<file path="config.mk">
export PLATFORM = sky130hd
export DESIGN_NAME = spd_cmd_gen
export DESIGN_NICKNAME = d
export VERILOG_FILES = /design/src/rtl/spd_pkg.sv /design/src/rtl/spd_cmd_gen_pi_term.sv /design/src/rtl/spd_cmd_gen.sv
export SDC_FILE = /design/constraint.sdc
export NUM_CORES = 1
export LEC_CHECK = 0
export ABC_AREA = 1
export CAP_MARGIN = 20
export CORE_MARGIN = 4
export CORE_UTILIZATION = 44
export CTS_BUF_LIST = sky130_fd_sc_hd__clkbuf_16
export DETAILED_ROUTE_END_ITERATION = 10
export DONT_BUFFER_PORTS = 1
export HOLD_SLACK_MARGIN = 0.05
export PLACE_DENSITY = 0.71
export SYNTH_ARGS = -nofsm -noshare
export SYNTH_HDL_FRONTEND = slang
export SYNTH_HIERARCHICAL = 1
export SYNTH_SLANG_ARGS = --single-unit
</file>
<file path="constraint.sdc">
create_clock -name clk -period 4.9 [get_ports clk]
set_input_delay 0.49 -clock clk [delete_from_list [all_inputs] [get_ports clk]]
set_output_delay 0.49 -clock clk [all_outputs]
set_load 0.02 [all_outputs]
</file>
<file path="src/rtl/spd_pkg.sv">
// Shared types, constants and saturation helpers for the speed command generator.
package spd_pkg;

    typedef enum logic [1:0] {
        IDLE      = 2'd0,
        RAMP_UP   = 2'd1,
        CRUISE    = 2'd2,
        RAMP_DOWN = 2'd3
    } state_t;

    // Heading error is clipped to the 10-bit signed range before any arithmetic.
    localparam logic signed [11:0] ERR_SAT_MAX = 12'sd511;
    localparam logic signed [11:0] ERR_SAT_MIN = -12'sd512;

    // 13-bit signed -> 12-bit signed, clamped to [-2048, 2047].
    function automatic logic signed [11:0] sat12(input logic signed [12:0] v);
        if (v > 13'sd2047)
            return 12'sh7FF;
        else if (v < -13'sd2048)
            return 12'sh800;
        else
            return v[11:0];
    endfunction

    // Same clamp for the wider steering sum (the optional D term can push it past 13 bits).
    function automatic logic signed [11:0] sat12w(input logic signed [15:0] v);
        if (v > 16'sd2047)
            return 12'sh7FF;
        else if (v < -16'sd2048)
            return 12'sh800;
        else
            return v[11:0];
    endfunction

endpackage

</file>
<file path="src/rtl/spd_cmd_gen_pi_term.sv">
// Steering term: error saturation, P multiply, saturating integrator, optional D path.
// Optional feature: D_TERM_EN adds a derivative term from a prev_err register.
// pid is combinational and reflects the integrator value this strobe will commit.
module pi_term
    import spd_pkg::*;
#(
    parameter logic signed [3:0] P_COEFF = 4'sd3,
    parameter logic signed [3:0] D_COEFF = 4'sd2
) (
    input  logic               clk,
    input  logic               rst_n,
    input  logic               err_vld,
    input  logic               moving,
    input  logic signed [11:0] error,
    output logic signed [11:0] pid
);

    logic signed [9:0]  err_sat;
    logic signed [13:0] p_term;
    logic signed [16:0] integ_sum;
    logic signed [15:0] integ_q;
    logic signed [15:0] integ_nxt;
    logic signed [11:0] i_term;
    logic signed [15:0] d_term;
    logic signed [15:0] pid_sum;

    // Clip error, form P, and compute the saturating integrator update.
    always_comb begin
        if (error > ERR_SAT_MAX)
            err_sat = 10'sd511;
        else if (error < ERR_SAT_MIN)
            err_sat = 10'sh200;
        else
            err_sat = error[9:0];

        p_term    = 14'(err_sat) * 14'(P_COEFF);
        integ_sum = 17'(integ_q) + 17'(err_sat);

        if (!moving)
            integ_nxt = '0;
        else if (integ_sum > 17'sd32767)
            integ_nxt = 16'sh7FFF;
        else if (integ_sum < -17'sd32768)
            integ_nxt = 16'sh8000;
        else
            integ_nxt = integ_sum[15:0];

        // Arithmetic >>> 4 of a 16-bit value always fits in 12 bits.
        i_term = integ_nxt[15:4];
    end

    // Integrator commits only on a strobe.
    always_ff @(posedge clk or negedge rst_n) begin
        if (!rst_n)
            integ_q <= '0;
        else if (err_vld)
            integ_q <= integ_nxt;
    end

`ifdef D_TERM_EN
    logic signed [9:0]  prev_err;
    logic signed [10:0] err_diff;

    // Derivative from the error step since the last strobe.
    always_comb begin
        err_diff = 11'(err_sat) - 11'(prev_err);
        d_term   = 16'(err_diff) * 16'(D_COEFF);
    end

    // prev_err follows err_sat per strobe and is held at 0 while stopped.
    always_ff @(posedge clk or negedge rst_n) begin
        if (!rst_n)
            prev_err <= '0;
        else if (!moving)
            prev_err <= '0;
        else if (err_vld)
            prev_err <= err_sat;
    end
`else
    // No derivative path in this build.
    always_comb begin
        d_term = '0;
    end
`endif

    // Steering is forced to zero while stopping so deceleration stays straight.
    always_comb begin
        pid_sum = 16'(p_term) + 16'(i_term) + d_term;
        pid     = moving ? sat12w(pid_sum) : 12'sd0;
    end

endmodule

</file>
<file path="src/rtl/spd_cmd_gen.sv">
// Speed command generator: forward ramp FSM plus PI(D) steering mixed into lft/rght speeds.
// Optional feature: D_TERM_EN (derivative steering term inside pi_term).
module spd_cmd_gen
    import spd_pkg::*;
#(
    parameter logic        [10:0] MAX_FRWRD = 11'h2A0,
    parameter logic        [10:0] FRWRD_INC = 11'h010,
    parameter logic        [10:0] FRWRD_DEC = 11'h020,
    parameter logic signed [3:0]  P_COEFF   = 4'sd3,
    parameter logic signed [3:0]  D_COEFF   = 4'sd2
) (
    input  logic        clk,
    input  logic        rst_n,
    input  logic        moving,
    input  logic        err_vld,
    input  logic [11:0] error,
    output logic [11:0] lft_spd,
    output logic [11:0] rght_spd,
    output logic        at_max
);

    state_t             state_q, state_nxt;
    logic [10:0]        frwrd_q, frwrd_nxt;
    logic [11:0]        frwrd_inc;
    logic signed [11:0] pid;
    logic signed [12:0] sum_l, sum_r;

    pi_term #(
        .P_COEFF(P_COEFF),
        .D_COEFF(D_COEFF)
    ) u_pi_term (
        .clk    (clk),
        .rst_n  (rst_n),
        .err_vld(err_vld),
        .moving (moving),
        .error  ($signed(error)),
        .pid    (pid)
    );

    // Ramp state register.
    always_ff @(posedge clk or negedge rst_n) begin
        if (!rst_n)
            state_q <= IDLE;
        else
            state_q <= state_nxt;
    end

    // Ramp state transitions, evaluated every clock on the committed forward speed.
    always_comb begin
        state_nxt = state_q;
        case (state_q)
            IDLE:      if (moving) state_nxt = RAMP_UP;
            RAMP_UP:   if (!moving) state_nxt = RAMP_DOWN;
                       else if (frwrd_q == MAX_FRWRD) state_nxt = CRUISE;
            CRUISE:    if (!moving) state_nxt = RAMP_DOWN;
            RAMP_DOWN: if (moving) state_nxt = RAMP_UP;
                       else if (frwrd_q == '0) state_nxt = IDLE;
            default:   state_nxt = IDLE;
        endcase
    end

    // Next forward speed and output mix; the ramp follows moving directly so the
    // very first strobe after moving rises already takes a step.
    always_comb begin
        frwrd_inc = {1'b0, frwrd_q} + {1'b0, FRWRD_INC};
        if (state_q == IDLE && !moving)
            frwrd_nxt = '0;
        else if (moving)
            frwrd_nxt = (frwrd_inc > {1'b0, MAX_FRWRD}) ? MAX_FRWRD : frwrd_inc[10:0];
        else
            frwrd_nxt = (frwrd_q > FRWRD_DEC) ? frwrd_q - FRWRD_DEC : 11'd0;

        sum_l = $signed({2'b00, frwrd_nxt}) + 13'(pid);
        sum_r = $signed({2'b00, frwrd_nxt}) - 13'(pid);
    end

    // Forward speed and registered outputs advance once per strobe.
    always_ff @(posedge clk or negedge rst_n) begin
        if (!rst_n) begin
            frwrd_q  <= '0;
            lft_spd  <= '0;
            rght_spd <= '0;
            at_max   <= 1'b0;
        end else if (err_vld) begin
            frwrd_q  <= frwrd_nxt;
            lft_spd  <= sat12(sum_l);
            rght_spd <= sat12(sum_r);
            at_max   <= (frwrd_nxt == MAX_FRWRD);
        end
    end

endmodule

</file>
Yosys cells after proc, flatten, opt, wreduce, memory -nomap -nowiden:

Index checks and enable logic that the tools add are counted.

* register bits after elaboration: 54
* output and inout bits: 25
* logic and storage cells: 62

* add/sub/neg operators: 6
* multiply operators: 1
* order comparisons: 12
* equality and inequality tests: 9
* multiplexer cells: 23
* reductions and logical operators: 5

Operator list (number)
* 12-bit two-way mux: 7
* 16-bit two-way mux: 3
* 11-bit two-way mux: 4
* 13-bit by 12-bit > comparator with 1-bit output, second input constant: 2
* 13-bit by 12-bit < comparator with 1-bit output, second input constant: 2
* 12-bit by 10-bit > comparator with 1-bit output, second input constant: 2
* 11-bit by 10-bit == test with 1-bit output, second input constant: 2
* 10-bit two-way mux: 2
* 16-bit by 10-bit adder with 17-bit output: 1
* 17-bit by 16-bit > comparator with 1-bit output, second input constant: 1
* 17-bit by 16-bit < comparator with 1-bit output, second input constant: 1
* 16-bit by 12-bit > comparator with 1-bit output, second input constant: 1
* 16-bit by 12-bit < comparator with 1-bit output, second input constant: 1
* 13-bit by 12-bit adder with 14-bit output: 1
* 12-bit by 12-bit adder with 13-bit output: 1
* 10-bit by 3-bit multiplier with 13-bit output, second input constant: 1
* 12-bit by 12-bit subtractor with 13-bit output: 1
* 11-bit by 5-bit adder with 12-bit output, second input constant: 1
* 12-bit by 10-bit < comparator with 1-bit output, second input constant: 1
* 2-bit two-way mux: 6
* 11-bit by 6-bit > comparator with 1-bit output, second input constant: 1
* 11-bit zero test: 1
* 11-bit by 6-bit subtractor with 11-bit output, second input constant: 1
* 2-bit case mux with 4 select lines: 1
* 8 further kinds: 11

Logic depth before layout (Yosys ltp):

* depth after elaboration: 17
* gate-level depth with buffers: 52

Hierarchy:

Netlist, hierarchy kept.

Modules (own cells, without submodules)
* spd_cmd_gen: times used 1, cells each 493, area each 3440.8 um2, sequential area each 950.9 um2
* pi_term: times used 1, cells each 485, area each 3036.7 um2, sequential area each 400.4 um2

Worst setup path after synthesis:

No wires, ideal clock.

* path kind: input -> register
* start point: input error[11]
* end point: register rght_spd[4]
* setup time: 0.116 ns
* data arrival time: 5.978 ns
* setup slack: -1.194 ns
* stages: 48
* path buffers: 1
* cells stage by stage: inv_1 -> o21ai_1 -> a21oi_1 -> ha_1 -> inv_1 -> fa_1 -> inv_1 -> nand3_1 -> nand2_1 -> nand2_1 -> nand2_2 -> nand2_2 -> nand3_2 -> nand2_2 -> nand2_2 -> buf_6 -> nand2_2 -> nand2_1 -> (+12 left out) -> nand2_1 -> nor2_1 -> inv_1 -> fa_1 -> nand3_1 -> nand3_2 -> nand2_1 -> nand2_1 -> nand2_1 -> nand2_2 -> nand2_1 -> nand2_2 -> inv_1 -> nand2_1 -> nand2_1 -> nand2_1 -> nand2_1 -> nand2_1

* longest elaborated chain between the ends: 17
* elaborated cells between the ends (all ways): 22
* those cells by class: add/sub: 3; mul: 1; order compare: 8; mux: 10

Ends and longest elaborated chain
* start, declared: line spd_cmd_gen.sv:16 `input logic [11:0] error,`
* 12-bit by 10-bit < comparator with 1-bit output: line spd_cmd_gen_pi_term.sv:31 `else if (error < ERR_SAT_MIN)`
* 10-bit two-way mux: line spd_cmd_gen_pi_term.sv:31
* 10-bit two-way mux *: line spd_cmd_gen_pi_term.sv:29 `if (error > ERR_SAT_MAX)`
* 16-bit by 10-bit adder with 17-bit output: line spd_cmd_gen_pi_term.sv:37 `integ_sum = 17'(integ_q) + 17'(err_sat);`
* 17-bit by 16-bit < comparator with 1-bit output: line spd_cmd_gen_pi_term.sv:43 `else if (integ_sum < -17'sd32768)`
* 16-bit two-way mux: line spd_cmd_gen_pi_term.sv:43
* 16-bit two-way mux: line spd_cmd_gen_pi_term.sv:41 `else if (integ_sum > 17'sd32767)`
* 16-bit two-way mux: line spd_cmd_gen_pi_term.sv:39 `if (!moving)`
* (+2 left out)
* 12-bit two-way mux: line spd_pkg.sv:29 `else if (v < -16'sd2048)`
* 12-bit two-way mux *: line spd_pkg.sv:27 `if (v > 16'sd2047)`
* 12-bit two-way mux *: line spd_cmd_gen_pi_term.sv:89 `pid = moving ? sat12w(pid_sum) : 12'sd0;`
* via pid[1]: line spd_cmd_gen.sv:25 `logic signed [11:0] pid;`
* 12-bit by 12-bit subtractor with 13-bit output *: line spd_cmd_gen.sv:74 `sum_r = $signed({2'b00, frwrd_nxt}) - 13'(pid);`
* 13-bit by 12-bit < comparator with 1-bit output: line spd_pkg.sv:19 `else if (v < -13'sd2048)`
* 12-bit two-way mux: line spd_pkg.sv:19
* 12-bit two-way mux *: line spd_pkg.sv:17 `if (v > 13'sd2047)`
* end signal, assigned: line spd_cmd_gen.sv:87 `rght_spd <= sat12(sum_r);`
* end, declared: line spd_cmd_gen.sv:18 `output logic [11:0] rght_spd,`

The timed path passes the listed nets; every way through them passes the cells marked *.
A chain may end at the register's enable or synchronous reset.

Worst setup path in the final report:

* start point: input error[11]
* end point: register rght_spd[2]

The elaborated chain is that of the path after synthesis.

==> impl_results.md <==
* Crit path required time at 5.11 ns
* Ant diodes at 0
* Final Hold Fails at 0
* WL/cell at 14.9 µm
* CTS Buffer Depth at 2
* Ports at 41
* #FFs+latches synth at 54
* Critical Path Start Type: primary input
* Total GRT Usage at 0.226
* CP max stage delay at 0.50 ns
* CORE AREA at 14500 µm²
* Initial antenna violation count at 0
* DRT antenna net count at 0
* Relative slew slack at 0.637
* Clock sink count at 54
* Minimum clock period at 5.76 ns
* Chip width at 129 µm
* FP Rows at 44
* Final GP Congestion at 0.913
* Total CTS buffers at 5
* Layout Nets at 1260
* Die footprint at 16700 µm²
* Maximum operating frequency at 0.174 GHz
* Tcrit/Tclk final at 1.18
* Register area share after synthesis at 0.209
* Distinct cells, synth at 43
* Post-Synthesis Cell Area at 6480 µm²
* Post-route setup slack at -0.864 ns
* Failing checks: negative setup slack
* Critical Path Fanout Max at 10
* Most frequent cell on the critical path: nand2_2
* Class of the worst hold path: in -> reg
* Synth top area share at 0.209
* Final setup fails at 24
* Area contributors post-synth: dfrtp_1, nand2_1, ha_1, inv_1, nand3_1
* Slowest CP cell: fa_1
* DR iter-0 viols at 378
* Root buffer cell: clkbuf_16
* Die Ht at 129 µm
* Starting Density at 0.447
* Util after Layout at 0.634
* H-tree depth at 2
* First-pass DRT Iterations at 7
* Synth Warn # at 6
* RSZ-0062 raised after global routing: true
* Clock skew at 0.0102 ns
* Vias post-DR at 6922
* Routed WL at 20.0 mm
* Clock latency on the worst-skew pair at 0.31 ns
* Vias in the first global route at 6625
* Status: finished with violations
* Layout cell share with drive strength beyond 1 at 0.379
* Worst setup path class: in -> reg
* Synth-to-layout area growth at 41.6%
* Detailed Place HPWL at 13.5 mm
* Max cap viols at 0
* CP Capture Type: flip-flop
* Synth Instances at 978
* Slew Viols, Final at 0
* Area leader, netlist: dfrtp_1
* GRT overflow at 0
* Remaining DRCs at 0
* Mapped Nets at 1080
* Fill count at 1146
* Largest net degree at the start of global routing at 55
* Port buffer count at 0
* Synth Area per Inst at 6.62 µm²
* Vias per std cell at 5.15
* Worst-margin pin slew at 0.543 ns
* CTS tree: yes
* CTS clock-pin slew for the worst setup and hold paths at 0.08 ns
* Worst path arrival time at 5.97 ns
* Global-route wire length before repair at 30.5 mm
## per-layer routing
layer | part of all wire | up-vias | wire length (µm) | global-route usage
met5 | 0 | - | 0 | 0
met4 | 0.035 | 0 | 690 | 0.0896
met3 | 0.036 | 47 | 716 | 0.0272
met2 | 0.52 | 177 | 10400 | 0.415
met1 | 0.41 | 3236 | 8120 | 0.266
li1 | - | 3462 | - | -
## path summary, 6_finish.rpt
path / end / startpoint / slack (ns) / depth (start not counted)
max: rght_spd[2] / error[11] / -0.86 / 47
min: frwrd_q[0] / err_vld / 0.28 / 1
max reg2reg: rght_spd[2] / u_pi_term/integ_q[9] / -0.60 / 42
min reg2reg: u_pi_term/integ_q[12] / u_pi_term/integ_q[12] / 0.49 / 2
max in group asynchronous: u_pi_term/integ_q[7] / rst_n / 3.94 / 2
min in group asynchronous: lft_spd[2] / rst_n / 0.69 / 2
## registers in the layout (all words and copies together) (netlist names)
| name | flops |
|---|---|
| lft_spd | 12 |
| frwrd_q | 11 |
| rght_spd | 12 |
| u_pi_term/integ_q | 16 |
| state_q | 2 |
| at_max | 1 |
## cell usage after synthesis (all sizes together)
library cell	count
clkbuf	8
fa	12
xor2	28
nand3b	3
inv	148
o21bai	3
a22oi	1
o211ai	1
o21ai	31
and2	2
a21o	4
o21a	3
clkinv	1
and3	1
nand3	68
ha	74
a31oi	5
nand2b	1
a31o	1
o41ai	1
nand4	13
buf	20
a21oi	60
nor2	66
dfrtp	54
nor3	10
a211oi	1
o22ai	1
xnor2	7
nand2	350
## critical path: cells and delay by family
kind | cells | cell delay, ns
adder cells (fa/ha/maj) | 5 | 1.70
AND/OR/NAND/NOR | 31 | 2.57
AO/OA/AOI/OAI | 3 | 0.53
buffers and inverters | 8 | 0.68
## cells by family (layout without fill, tap and decap cells)
logic type,count (synthesis),in the layout,synth area share
AOI/OAI and AO/OA,112,114,0.100
and+or+nand+nor,514,519,0.348
adders and majority gates,86,86,0.180
DFF,54,54,0.209
buffers and inverters,177,351,0.116
xor gates and xnor gates,35,35,0.0473
## timing repair
item,4_1_cts,5_1_grt
endpoints found under the hold margin,54,0
gates cloned,7,0
endpoints found under the setup margin,24,24
hold buffers,2,0
pin swaps,47,58
resized for setup,75,94
setup buffers,30,10
## area by class of cell
cell class,count,area [µm²],area share
Inverter,149,572,0.0623
Multi-Input combinational cell,754,5340,0.581
Sequential cell,54,1350,0.147
Clock inverter,3,28.8,0.00314
Tap cell,184,230,0.0251
Clock buffer,5,125,0.0136
Timing Repair Buffer,194,1530,0.167
## through the flow
stage               setup slack, ns  hold WS [ns]  instance area [µm²]  TNS [ns]  std cells
finish                       -0.864         0.280                 9180    -18.84       1343
global placement              -1.27         0.195                 7930    -28.95       1286
CTS                          -0.648         0.272                 8700    -14.69       1333
floorplan                    -0.827         0.194                 6730    -18.38        978
detailed placement            -1.34         0.195                 7930    -30.84       1286
global route                  -1.16         0.269                 9180    -26.22       1343
## layout by cell type, fill, tap and decap left out, drive strengths merged
cell,count
a31oi,5
dlygate4sd3,1
o211ai,1
buf,193
nor3,10
a31o,1
nor2,66
nand4,14
o21ai,32
clkbuf,5
xor2,28
dfrtp,54
xnor2,7
and2,2
a21o,4
nand2b,1
and3,1
a211oi,1
nand3b,3
o41ai,1
nand2,352
fa,12
o22ai,1
clkinv,3
o21bai,3
clkinvlp,1
inv,148
a22oi,1
ha,74
nand3,70
o21a,3
a21oi,61
Power is left out: the tool's default activity adds up to more than one toggle a clock period on the data nets, which glitch-free logic cannot reach.
